===== config.mk =====
export PLATFORM = sky130hd
export DESIGN_NAME = load_store_unit
export DESIGN_NICKNAME = d
export VERILOG_FILES = /design/src/rtl/lsu_pkg.sv /design/src/rtl/lsu_lane_align.sv /design/src/rtl/load_store_unit.sv
export SDC_FILE = /design/constraint.sdc
export NUM_CORES = 1
export LEC_CHECK = 0
export ABC_CLOCK_PERIOD_IN_PS = 3350
export BUFFER_PORTS_ARGS = -buffer_cell sky130_fd_sc_hd__buf_2
export CORE_MARGIN = 4
export CORE_UTILIZATION = 45
export DETAILED_ROUTE_END_ITERATION = 16
export PLACE_DENSITY = 0.73
export SYNTH_ARGS = -nofsm -noshare
export SYNTH_HDL_FRONTEND = slang
export SYNTH_HIERARCHICAL = 1
export SYNTH_SLANG_ARGS = --single-unit

===== constraint.sdc =====
create_clock -name i_clk -period 3.35 [get_ports i_clk]
set_input_delay 0.5025 -clock i_clk [delete_from_list [all_inputs] [get_ports i_clk]]
set_output_delay 0.5025 -clock i_clk [all_outputs]
set_load 0.1 [all_outputs]

===== src/rtl/lsu_pkg.sv =====
// Shared encodings for the load/store unit: access sizes, FSM states and
// the byte-offset width derived from the data word width.
package lsu_pkg;

   typedef enum logic [1:0] {
      SZ_BYTE = 2'd0,
      SZ_HALF = 2'd1,
      SZ_WORD = 2'd2,
      SZ_BAD  = 2'd3
   } lsu_size_e;

   typedef enum logic [1:0] {
      ST_IDLE   = 2'd0,
      ST_REQ    = 2'd1,
      ST_WAIT_R = 2'd2,
      ST_DRAIN  = 2'd3
   } lsu_state_e;

   // Number of byte-offset bits inside one data word.
   function automatic int lsu_off(input int data_width);
      return $clog2(data_width / 8);
   endfunction

endpackage


===== src/rtl/lsu_lane_align.sv =====
// Combinational lane steering: byte enables and store replication on the way
// out, lane extraction plus zero/sign extension on the way back.
module lsu_lane_align
   import lsu_pkg::*;
#(
   parameter int DATA_WIDTH = 32,
   parameter int OFF        = lsu_off(DATA_WIDTH)
) (
   input  logic [OFF-1:0]          offset_i,
   input  logic [1:0]              size_i,
   input  logic                    signed_i,
   input  logic [DATA_WIDTH-1:0]   wdata_i,
   input  logic [DATA_WIDTH-1:0]   rdata_i,
   output logic [DATA_WIDTH/8-1:0] be_o,
   output logic [DATA_WIDTH-1:0]   wdata_o,
   output logic [DATA_WIDTH-1:0]   rdata_o
);
   localparam int NB = DATA_WIDTH / 8;

   logic [NB-1:0]         mask;
   logic [DATA_WIDTH-1:0] shifted;

   always_comb begin
      mask = '1;
      case (size_i)
         SZ_BYTE: mask = NB'(1);
         SZ_HALF: mask = NB'(3);
         default: mask = '1;
      endcase
      be_o = mask << offset_i;

      wdata_o = '0;
      for (int i = 0; i < NB; i++) begin
         case (size_i)
            SZ_BYTE: wdata_o[8*i +: 8] = wdata_i[7:0];
            SZ_HALF: wdata_o[8*i +: 8] = wdata_i[8*(i%2) +: 8];
            default: wdata_o[8*i +: 8] = wdata_i[8*i +: 8];
         endcase
      end

      shifted = rdata_i >> {offset_i, 3'b000};
      case (size_i)
         SZ_BYTE: rdata_o = {{(DATA_WIDTH-8){signed_i & shifted[7]}}, shifted[7:0]};
         SZ_HALF: rdata_o = {{(DATA_WIDTH-16){signed_i & shifted[15]}}, shifted[15:0]};
         default: rdata_o = rdata_i;
      endcase
   end

endmodule


===== src/rtl/load_store_unit.sv =====
// Single-outstanding load/store unit between the pipeline and a req/gnt/rvalid
// memory port, with misalignment detection, flush, and per-phase timeouts.
module load_store_unit
   import lsu_pkg::*;
#(
   parameter int DATA_WIDTH = 32,
   parameter int ADDR_SIZE  = 12,
   parameter int TIMEOUT    = 15
) (
   input  logic                              i_clk,
   input  logic                              i_reset,
   input  logic                              i_valid,
   output logic                              o_ready,
   input  logic                              i_wr_rd,
   input  logic [1:0]                        i_size,
   input  logic                              i_signed,
   input  logic [ADDR_SIZE-1:0]              i_addr,
   input  logic [DATA_WIDTH-1:0]             i_wdata,
   input  logic                              i_flush,
   output logic                              o_rd_valid,
   output logic [DATA_WIDTH-1:0]             o_rd_data,
   output logic                              o_done,
   output logic                              o_misalign,
   output logic                              o_timeout,
   output logic                              o_mem_req,
   output logic                              o_mem_we,
   output logic [ADDR_SIZE-lsu_off(DATA_WIDTH)-1:0] o_mem_addr,
   output logic [DATA_WIDTH/8-1:0]           o_mem_be,
   output logic [DATA_WIDTH-1:0]             o_mem_wdata,
   input  logic                              i_mem_gnt,
   input  logic                              i_mem_rvalid,
   input  logic [DATA_WIDTH-1:0]             i_mem_rdata
);
   localparam int OFF = lsu_off(DATA_WIDTH);
   localparam int CW  = $clog2(TIMEOUT + 1);

   lsu_state_e            state_q, state_d;
   logic [CW-1:0]         cnt_q, cnt_d;
   logic [ADDR_SIZE-1:0]  addr_q;
   logic [1:0]            size_q;
   logic                  signed_q, wr_q;
   logic [DATA_WIDTH-1:0] wdata_q, rd_data_q;
   logic                  rd_valid_q, rd_valid_d, done_q, done_d;
   logic                  misalign_q, misalign_d, timeout_q, timeout_d;
   logic                  accept, misaligned_in, timed_out;
   logic [DATA_WIDTH/8-1:0] lane_be;
   logic [DATA_WIDTH-1:0] lane_wdata, lane_rdata;

   lsu_lane_align #(.DATA_WIDTH(DATA_WIDTH)) u_lane (
      .offset_i (addr_q[OFF-1:0]),
      .size_i   (size_q),
      .signed_i (signed_q),
      .wdata_i  (wdata_q),
      .rdata_i  (i_mem_rdata),
      .be_o     (lane_be),
      .wdata_o  (lane_wdata),
      .rdata_o  (lane_rdata)
   );

   assign accept        = (state_q == ST_IDLE) && i_valid;
   assign misaligned_in = (i_size == SZ_BAD)
                       || ((i_size == SZ_HALF) && i_addr[0])
                       || ((i_size == SZ_WORD) && (i_addr[OFF-1:0] != '0));
   // The TIMEOUT-th cycle spent in the current state.
   assign timed_out     = (cnt_q == CW'(TIMEOUT - 1));

   always_comb begin
      state_d    = state_q;
      rd_valid_d = 1'b0;
      done_d     = 1'b0;
      misalign_d = 1'b0;
      timeout_d  = 1'b0;
      case (state_q)
         ST_IDLE: begin
            if (i_valid) begin
               if (misaligned_in) misalign_d = 1'b1;
               else               state_d    = ST_REQ;
            end
         end
         ST_REQ: begin
            // Flush wins over gnt, but a granted store has already been committed.
            if (i_flush) begin
               if (i_mem_gnt && wr_q) begin
                  state_d = ST_IDLE;
                  done_d  = 1'b1;
               end else if (i_mem_gnt) begin
                  state_d = ST_DRAIN;
               end else begin
                  state_d = ST_IDLE;
               end
            end else if (i_mem_gnt) begin
               if (wr_q) begin
                  state_d = ST_IDLE;
                  done_d  = 1'b1;
               end else begin
                  state_d = ST_WAIT_R;
               end
            end else if (timed_out) begin
               state_d   = ST_IDLE;
               timeout_d = 1'b1;
            end
         end
         ST_WAIT_R: begin
            if (i_flush) begin
               state_d = i_mem_rvalid ? ST_IDLE : ST_DRAIN;
            end else if (i_mem_rvalid) begin
               state_d    = ST_IDLE;
               rd_valid_d = 1'b1;
               done_d     = 1'b1;
            end else if (timed_out) begin
               state_d   = ST_DRAIN;
               timeout_d = 1'b1;
            end
         end
         ST_DRAIN: begin
            if (i_mem_rvalid || timed_out) state_d = ST_IDLE;
         end
         default: state_d = ST_IDLE;
      endcase

      if ((state_d != state_q) || (state_q == ST_IDLE)) cnt_d = '0;
      else                                              cnt_d = cnt_q + 1'b1;
   end

   always_ff @(posedge i_clk or posedge i_reset) begin
      if (i_reset) begin
         state_q    <= ST_IDLE;
         cnt_q      <= '0;
         addr_q     <= '0;
         size_q     <= '0;
         signed_q   <= 1'b0;
         wr_q       <= 1'b0;
         wdata_q    <= '0;
         rd_data_q  <= '0;
         rd_valid_q <= 1'b0;
         done_q     <= 1'b0;
         misalign_q <= 1'b0;
         timeout_q  <= 1'b0;
      end else begin
         state_q    <= state_d;
         cnt_q      <= cnt_d;
         rd_valid_q <= rd_valid_d;
         done_q     <= done_d;
         misalign_q <= misalign_d;
         timeout_q  <= timeout_d;
         if (accept) begin
            addr_q   <= i_addr;
            size_q   <= i_size;
            signed_q <= i_signed;
            wr_q     <= i_wr_rd;
            wdata_q  <= i_wdata;
         end
         if (rd_valid_d) rd_data_q <= lane_rdata;
      end
   end

   assign o_ready     = (state_q == ST_IDLE);
   assign o_mem_req   = (state_q == ST_REQ);
   assign o_mem_we    = o_mem_req && wr_q;
   assign o_mem_addr  = addr_q[ADDR_SIZE-1:OFF];
   assign o_mem_be    = o_mem_req ? lane_be    : '0;
   assign o_mem_wdata = o_mem_req ? lane_wdata : '0;
   assign o_rd_valid  = rd_valid_q;
   assign o_rd_data   = rd_data_q;
   assign o_done      = done_q;
   assign o_misalign  = misalign_q;
   assign o_timeout   = timeout_q;

endmodule


# Word level (Yosys, flattened, before mapping)
# Index checks and enable logic that the tools add are counted.
[op_classes]
magnitude_cmp = 0
n_bitwise = 2
div_mod_pow = 0
shift = 2
n_eq_ne = 9
mux = 39
n_mul = 0
n_reduce_logical = 13
n_addsub = 1
[op_table]
columns = ["operator", "n"]
rows = [
  ["32-bit case mux with 2 select lines", 1],
  ["32-bit two-way mux", 1],
  ["32-bit by 5-bit right shift with 16-bit output", 1],
  ["2-bit two-way mux", 13],
  ["8-bit two-way mux", 2],
  ["8-bit case mux with 2 select lines", 1],
  ["1-bit two-way mux", 15],
  ["2-bit == test (second input constant)", 4],
  ["4-bit two-way mux", 2],
  ["2-bit case mux with 4 select lines", 1],
  ["4-bit case mux with 2 select lines", 1],
  ["2-bit by 1-bit == test with 1-bit output (second input constant)", 3],
  ["1-bit logical AND", 5],
  ["4-bit by 1-bit adder with 4-bit output (second input constant)", 1],
  ["4-bit == test (second input constant)", 1],
  ["2-bit logical NOT", 2],
  ["1-bit logical OR", 4],
  ["1-bit case mux with 2 select lines", 2],
  ["4-bit by 2-bit << shifter with 4-bit output", 1],
  ["1-bit bitwise AND", 2],
  ["2-bit inequality test", 1],
  ["2-bit nonzero test", 1],
  ["2-bit OR reduction", 1],
]
[totals]
inputBits = 86
ff_bits = 90
mem_bits_ro = 0
mem_bits_rw = 0
mem_count = 0
word_cells = 78
latch_bits = 0
output_inout_bits = 85

# Logic depth before layout (Yosys ltp)
# Gate-level depths: netlist (run 1).
[logic_depth]
ltp_word = 10
ltp_mapped = 8
depth_no_buf = 7

# By module
# The synthesis (run 1) kept the hierarchy.
[by_module_without_submodules]
columns = ["module", "cells_per_inst", "instances", "seq_area_each_um2", "area_each_um2"]
rows = [
  ["load_store_unit", 350, 1, 2252.2, 3917.5],
  ["lsu_lane_align", 180, 1, 0.0, 1189.9],
]

# Worst setup path before layout (run 1)
# OpenSTA, ideal clock, no wires.
[synth_timing]
kind = "flip-flop to output port"
from = "register state_q[1]"
to = "output o_mem_wdata[10]"
required_ns = 2.847
setup_slack_ns = 0.194
stages_incl_launch_ff = 6
arrival_time_ns = 2.654
path_buffers = 2
path_cell_list = "dfrtp_1 -> inv_1 -> ha_1 -> clkbuf_1 -> clkbuf_1 -> and2_1"
[synth_via]
elab_chain_cells = 2
[synth_rtl]
columns = ["item", "line_no", "text"]
rows = [
  ["start, declared", "load_store_unit.sv:37", "lsu_state_e state_q, state_d;"],
  ["start signal, assigned", "load_store_unit.sv:140", "state_q <= state_d;"],
  ["2-bit by 1-bit == test with 1-bit output", "load_store_unit.sv:158", "assign o_mem_req = (state_q == ST_REQ);"],
  ["via o_mem_req", "load_store_unit.sv:25", "output logic o_mem_req,"],
  ["32-bit two-way mux", "load_store_unit.sv:162", "assign o_mem_wdata = o_mem_req ? lane_wdata : '0;"],
  ["end, declared", "load_store_unit.sv:29", "output logic [DATA_WIDTH-1:0] o_mem_wdata,"],
]
# The timed path passes the listed nets, and every way through them passes these cells.

# Final worst setup path (run 1)
[layout_timing]
from = "register size_q[1]"
to = "output o_mem_wdata[14]"
[layout_via]
elab_chain_cells = 3
[layout_rtl]
columns = ["item", "line_no", "text"]
rows = [
  ["start, declared", "load_store_unit.sv:40", "logic [1:0] size_q;"],
  ["start signal, assigned", "load_store_unit.sv:148", "size_q <= i_size;"],
  ["2-bit logical NOT", "lsu_lane_align.sv:34", "case (size_i)"],
  ["8-bit two-way mux", "lsu_lane_align.sv:34", ""],
  ["via lane_wdata[14]", "load_store_unit.sv:47", "logic [DATA_WIDTH-1:0] lane_wdata, lane_rdata;"],
  ["32-bit two-way mux", "load_store_unit.sv:162", ""],
]
# The timed path passes the listed nets, and every way through them passes these cells.

==> impl_metrics.tcl, run 1 <==
set metrics [dict create \
    status "completed" \
    core_um2 10980 \
    yosys_warnings 6 \
    grtUsageTotal 0.2015 \
    numCtsBuffers 9 \
    die_w_um 114.5 \
    grt_first_pass_wirelength_mm 21.02 \
    antenna_found_initial 0 \
    synth_flop_cell "dfrtp_1" \
    syn-cell-area_um2 5107 \
    async_flop_share 1.000 \
    drive_gt1_frac 0.3393 \
    post-dp-hpwl_mm 9.489 \
    rsz0062_at_grt "no" \
    finalSetupViolCount 0 \
    drv_cap 0 \
    ant_nets 0 \
    crit_family "simple AND/OR/NAND/NOR gates" \
    clockBufferDepth 2 \
    fin_cells 813 \
    syn-num-nets 622 \
    worst_pin_slew_ns 0.8074 \
    post_cts_buffers 0 \
    drtIter0Drc 275 \
    slew_headroom 0.4598 \
    hold_path_class "in2async" \
    path_clk_slew_ns 0.07 \
    die_h_um 114.5 \
    cp-start-kind "register" \
    n_fill_cell 982 \
    areaGrowthSynthToFinish_pct 22.95 \
    grt_max_degree 68 \
    synth_edf_count 0 \
    hold_violations 0 \
    viasPerCell 5.181 \
    portBuffers 170 \
    worstSetupEndpointType "output pin" \
    nets 759 \
    ios 171 \
    initial_utilization 0.4650 \
    min_period_over_period 0.8145 \
    avgSynthCellArea_um2 9.637 \
    yosysSeqAreaShare 0.4410 \
    cp_num_buf_inv 1 \
    crit_fanout 8 \
    setup_tns_ns 0 \
    die_area_um2 13120 \
    max_freq_ghz 0.3665 \
    drv_slew 0 \
    startpoint "size_q[1]$_DFFE_PP0P_" \
    synth-seq-cells 90 \
    grt_pass1_vias 4336 \
    cts_sinks 90 \
    hold_buffers 0 \
    worst_ep_arrival_time_ns 2.23 \
    clkLatencyLatePin_ns 0.34 \
    placed_cells_incl_taps 796 \
    post_cts_resize_count 0 \
    root_buffer "clkbuf_16" \
    routabilityCongestion 0.8346 \
    r2r-start "state_q[1]$_DFF_PP0_" \
    rows 38 \
    cpMaxStageDelayCell "nor2_1" \
    num_vias 4212 \
    fin_crit_ns 2.729 \
    drc 0 \
    cts_tree "yes" \
    path_cells "nor2_1 > mux2_2 > and2_1 > buf_2" \
    cp_slowest_stage_delay_ns 0.63 \
    overflow 0 \
    synth_cell_types 51 \
    syn_inst 530 \
    htreeDepth 3 \
    wirelength_mm 12.88 \
    clock_skew_ns 0.004222 \
    crit_type "reg2out" \
    critPathRequiredTime_ns 2.85 \
    firstDrtPassIters 4 \
    routedWlPerCell_um 15.84 \
]
[cells in the mapped netlist (all sizes together), types with 2 or more instances]
library cell,instances,share of area
nor2b,7,0.0086
a22oi,3,0.0044
nand3,2,0.0020
nand3b,3,0.0044
buf,28,0.038
a31o,2,0.0051
a2bb2oi,5,0.0086
o21ai,18,0.018
nor4,4,0.0061
clkbuf,23,0.017
a211oi,4,0.0059
nor2,5,0.0042
mux2i,16,0.031
o22ai,2,0.0024
dfrtp,90,0.44
nand2,155,0.11
inv,8,0.0059
ha,6,0.015
and2,37,0.045
mux2,68,0.15
o31ai,5,0.010
a21o,3,0.0044
o211a,4,0.0078
a21oi,16,0.018
[routing by layer]
layer  share of wire  global-route usage  up-vias
li1                -                   -     2040
met5               0                   0        -
met3           0.095             0.05391       15
met1            0.43              0.2569     1992
met4           0.016             0.07284        0
met2            0.46              0.3291      165
[layout make-up]
type,count,area (µm²),share of cell area
antenna,1,2.502,0.0003985
clock buffer,10,239.0,0.03806
clock inverter,6,113.9,0.01813
inverter,8,31.28,0.004981
multi-input combinational,381,2549,0.4059
sequential,90,2253,0.3588
tap,140,175.2,0.02789
timing repair buffer,177,915.9,0.1458
[flip-flops by register name (all words and copies together), names as in the netlist]
register / count
o_rd_data: 32
o_timeout: 1
wdata_q: 32
o_misalign: 1
state_q: 2
o_done: 1
addr_q: 12
wr_q: 1
signed_q: 1
cnt_q: 4
size_q: 2
o_rd_valid: 1
[per-stage QoR]
stage / worst slack (ns) / instance area (µm²) / utilization / hold WS, ns
3_5_place_dp: 0.9884 / 5924 / 0.5394 / 0.4594
6_report: 0.6214 / 6280 / 0.5718 / 0.2317
5_1_grt: 0.5247 / 6277 / 0.5715 / 0.2802
2_1_floorplan: 0.1939 / 5107 / - / 0.4585
3_3_place_gp: 1.003 / 5924 / 0.5394 / 0.4538
4_1_cts: 0.6036 / 6277 / 0.5715 / 0.2501
[cell usage in the layout (no fill, tap or decap), types with 5 or more instances in the layout]
cell	netlist	routed
a21oi_1	13	13
a2bb2oi_1	5	5
and2_1	37	37
buf_2	7	170
buf_4	19	6
clkbuf_16	0	9
dfrtp_1	90	89
ha_1	6	6
inv_1	7	6
mux2_1	48	48
mux2_2	20	20
mux2i_1	16	16
nand2_1	155	154
nor2b_1	7	7
o21ai_0	17	17
[worst register-to-register path, delay by kind of cell, from the launching register on]
family                     cells  cell delay (ns)
adders and majority gates      1             0.19
buffers and inverters          2             0.49
AOI/OAI and AO/OA              2             0.51
and+or+nand+nor                3             0.68
DFF                            1             0.43
[cell families after synthesis]
logic type | Yosys count | synth area share
AO/OA/AOI/OAI | 66 | 0.09432
XOR/XNOR | 2 | 0.003430
adder cells (fa/ha/maj) | 6 | 0.01470
buffers and inverters | 59 | 0.06051
flip-flops | 90 | 0.4410
multiplexers | 85 | 0.1857
AND/OR/NAND/NOR | 222 | 0.2004
[path summary, 6_finish.rpt]
path,to,slack [ns],cells past startpoint
setup / recovery,o_mem_wdata[14],0.62,4
hold / removal,addr_q[10]$_DFFE_PP0P_,0.23,2
setup reg to reg,cnt_q[3]$_DFF_PP0_,0.97,8
hold reg to reg,o_rd_data[6]$_DFFE_PP0P_,0.47,2
max in group asynchronous,wdata_q[12]$_DFFE_PP0P_,2.39,3
min in group i_clk,addr_q[6]$_DFFE_PP0P_,0.37,2
Power of run 1 is left out: the tool's default activity adds up to more than one toggle a clock period on the data nets, which glitch-free logic cannot reach.
==> run 2, diff against run 1 <==
- ABC_CLOCK_PERIOD_IN_PS: 3350 -> 2300
- PLACE_DENSITY: 0.73 -> 0.75
- clock period: 3.35 -> 2.3 ns (I/O delays scaled with it)
==> run 2 against run 1 <==
  * Clock-buffer cell count is 1 lower
  * Non-clock buffer count is 6 higher
  * Sequential share of layout area is 3.3 points lower
  * Utilization is 5.8 points higher
==> impl_metrics.tcl, run 2 (same netlist as run 1, synthesis figures left out) <==
set metrics [dict create \
    critPathRequiredTime_ns 1.96 \
    drv_slew 0 \
    firstDrtPassIters 4 \
    drv_cap 0 \
    hold_path_class "in2async" \
    root_buffer "clkbuf_16" \
    worst_ep_arrival_time_ns 1.85 \
    finalCoreUtilization 0.6298 \
    clock_skew_ns 0.005131 \
    cts_sinks 90 \
    min_period_over_period 0.9525 \
    rows 38 \
    layout_commonest_cell "nand2_1" \
    path_clk_slew_ns 0.07 \
    antenna_found_initial 1 \
    worstSetupEndpointType "output pin" \
    n_fill_cell 876 \
    fin_crit_ns 2.191 \
    viasPerCell 5.238 \
    grtUsageTotal 0.2182 \
    wirelength_mm 13.96 \
    status "completed" \
    initial_utilization 0.4650 \
    path_cells "inv_1 > ha_2 > buf_8 > and2_2 > buf_12" \
    cpMaxStageDelayCell "dfrtp_1" \
    n_antenna_cell 0 \
    ant_nets 0 \
    areaGrowthSynthToFinish_pct 35.42 \
    die_h_um 114.5 \
    crit_type "reg2out" \
    post-dp-hpwl_mm 10.20 \
    grt_pass1_vias 4408 \
    max_freq_ghz 0.4565 \
    cp-start-kind "register" \
    finalSetupViolCount 0 \
    cts_tree "yes" \
    clkLatencyLatePin_ns 0.35 \
    die_w_um 114.5 \
    grt_max_degree 91 \
    portBuffers 170 \
    cp_slowest_stage_delay_ns 0.43 \
    setup_tns_ns 0 \
    slew_headroom 0.5483 \
    crit_fanout 37 \
    overflow 0 \
    worst_pin_slew_ns 0.6761 \
    hold_buffers 0 \
    drive_gt1_frac 0.4012 \
    rsz0062_at_grt "no" \
    regArea_um2 2253 \
    drc 0 \
    nets 765 \
    hold_violations 0 \
    grt_first_pass_wirelength_mm 22.22 \
    drtIter0Drc 323 \
    die_area_um2 13120 \
    htreeDepth 3 \
    numCtsBuffers 9 \
    routabilityCongestion 0.8327 \
    clockBufferDepth 2 \
    num_vias 4285 \
    ios 171 \
    multi_input_area_um2 2599 \
    layout_common_cells "154 x nand2_1, 133 x buf_2, 89 x dfrtp_1" \
    routedWlPerCell_um 17.07 \
    core_um2 10980 \
]
[run 2: cell count changes in the layout (fill, tap and decap cells not counted), sizes merged]
cell      change
buf           +6
bufinv        -1
clkbuf        -1
clkinv        +1
clkinvlp      +1
diode         -1
[run 2: worst paths after layout]
path	from	to	slack, ns	cells past startpoint
max	state_q[1]$_DFF_PP0_	o_mem_wdata[6]	0.11	5
min reg2reg	o_rd_data[4]$_DFFE_PP0P_	o_rd_data[4]$_DFFE_PP0P_	0.47	2
min	i_reset	o_rd_data[16]$_DFFE_PP0P_	0.14	3
max in group asynchronous	i_reset	size_q[1]$_DFFE_PP0P_	1.78	3
max reg2reg	state_q[1]$_DFF_PP0_	cnt_q[3]$_DFF_PP0_	0.20	7
min in group i_clk	i_wr_rd	wr_q$_DFFE_PP0P_	0.20	2
[run 2: what timing repair did]
action,in CTS,in global routing
buffers inserted,0,0
resized for setup,1,1
endpoints found under the setup margin,36,36
[run 2: routing by layer]
layer,wire [µm],global-route usage,up-vias,share of wire
li1,-,-,2046,-
met1,5541,0.2570,2017,0.40
met2,6536,0.3516,194,0.47
met3,1595,0.09355,26,0.11
met4,269,0.08551,2,0.019
met5,19,0,-,0.0014
[run 2: per-stage QoR]
stage / instances / cell area (µm²) / hold slack [ns] / setup slack (ns)
detailed placement: 802 / 6590 / 0.4570 / 0.2475
finish: 818 / 6917 / 0.1354 / 0.1094
floorplan: 530 / 5161 / 0.4159 / -0.1182
CTS: 818 / 6913 / 0.1505 / 0.04716
global placement: 802 / 6590 / 0.4534 / 0.3606
global route: 818 / 6917 / 0.1776 / 0.008088
[run 2: worst max-delay path, delay by kind of cell, from the launching register on]
family	cells	cell delay (ns)
adders and majority gates	1	0.26
buffers and inverters	3	0.58
DFF	1	0.43
and+or+nand+nor	1	0.21
[run 2: final cells by class]
cell class	count	area share
multi-input combinational	381	0.3757
sequential	90	0.3258
timing repair buffer	183	0.2221
clock buffer	9	0.03256
tap	140	0.02533
clock inverter	7	0.01357
inverter	8	0.004884
Power of run 2 is left out for the same reason.
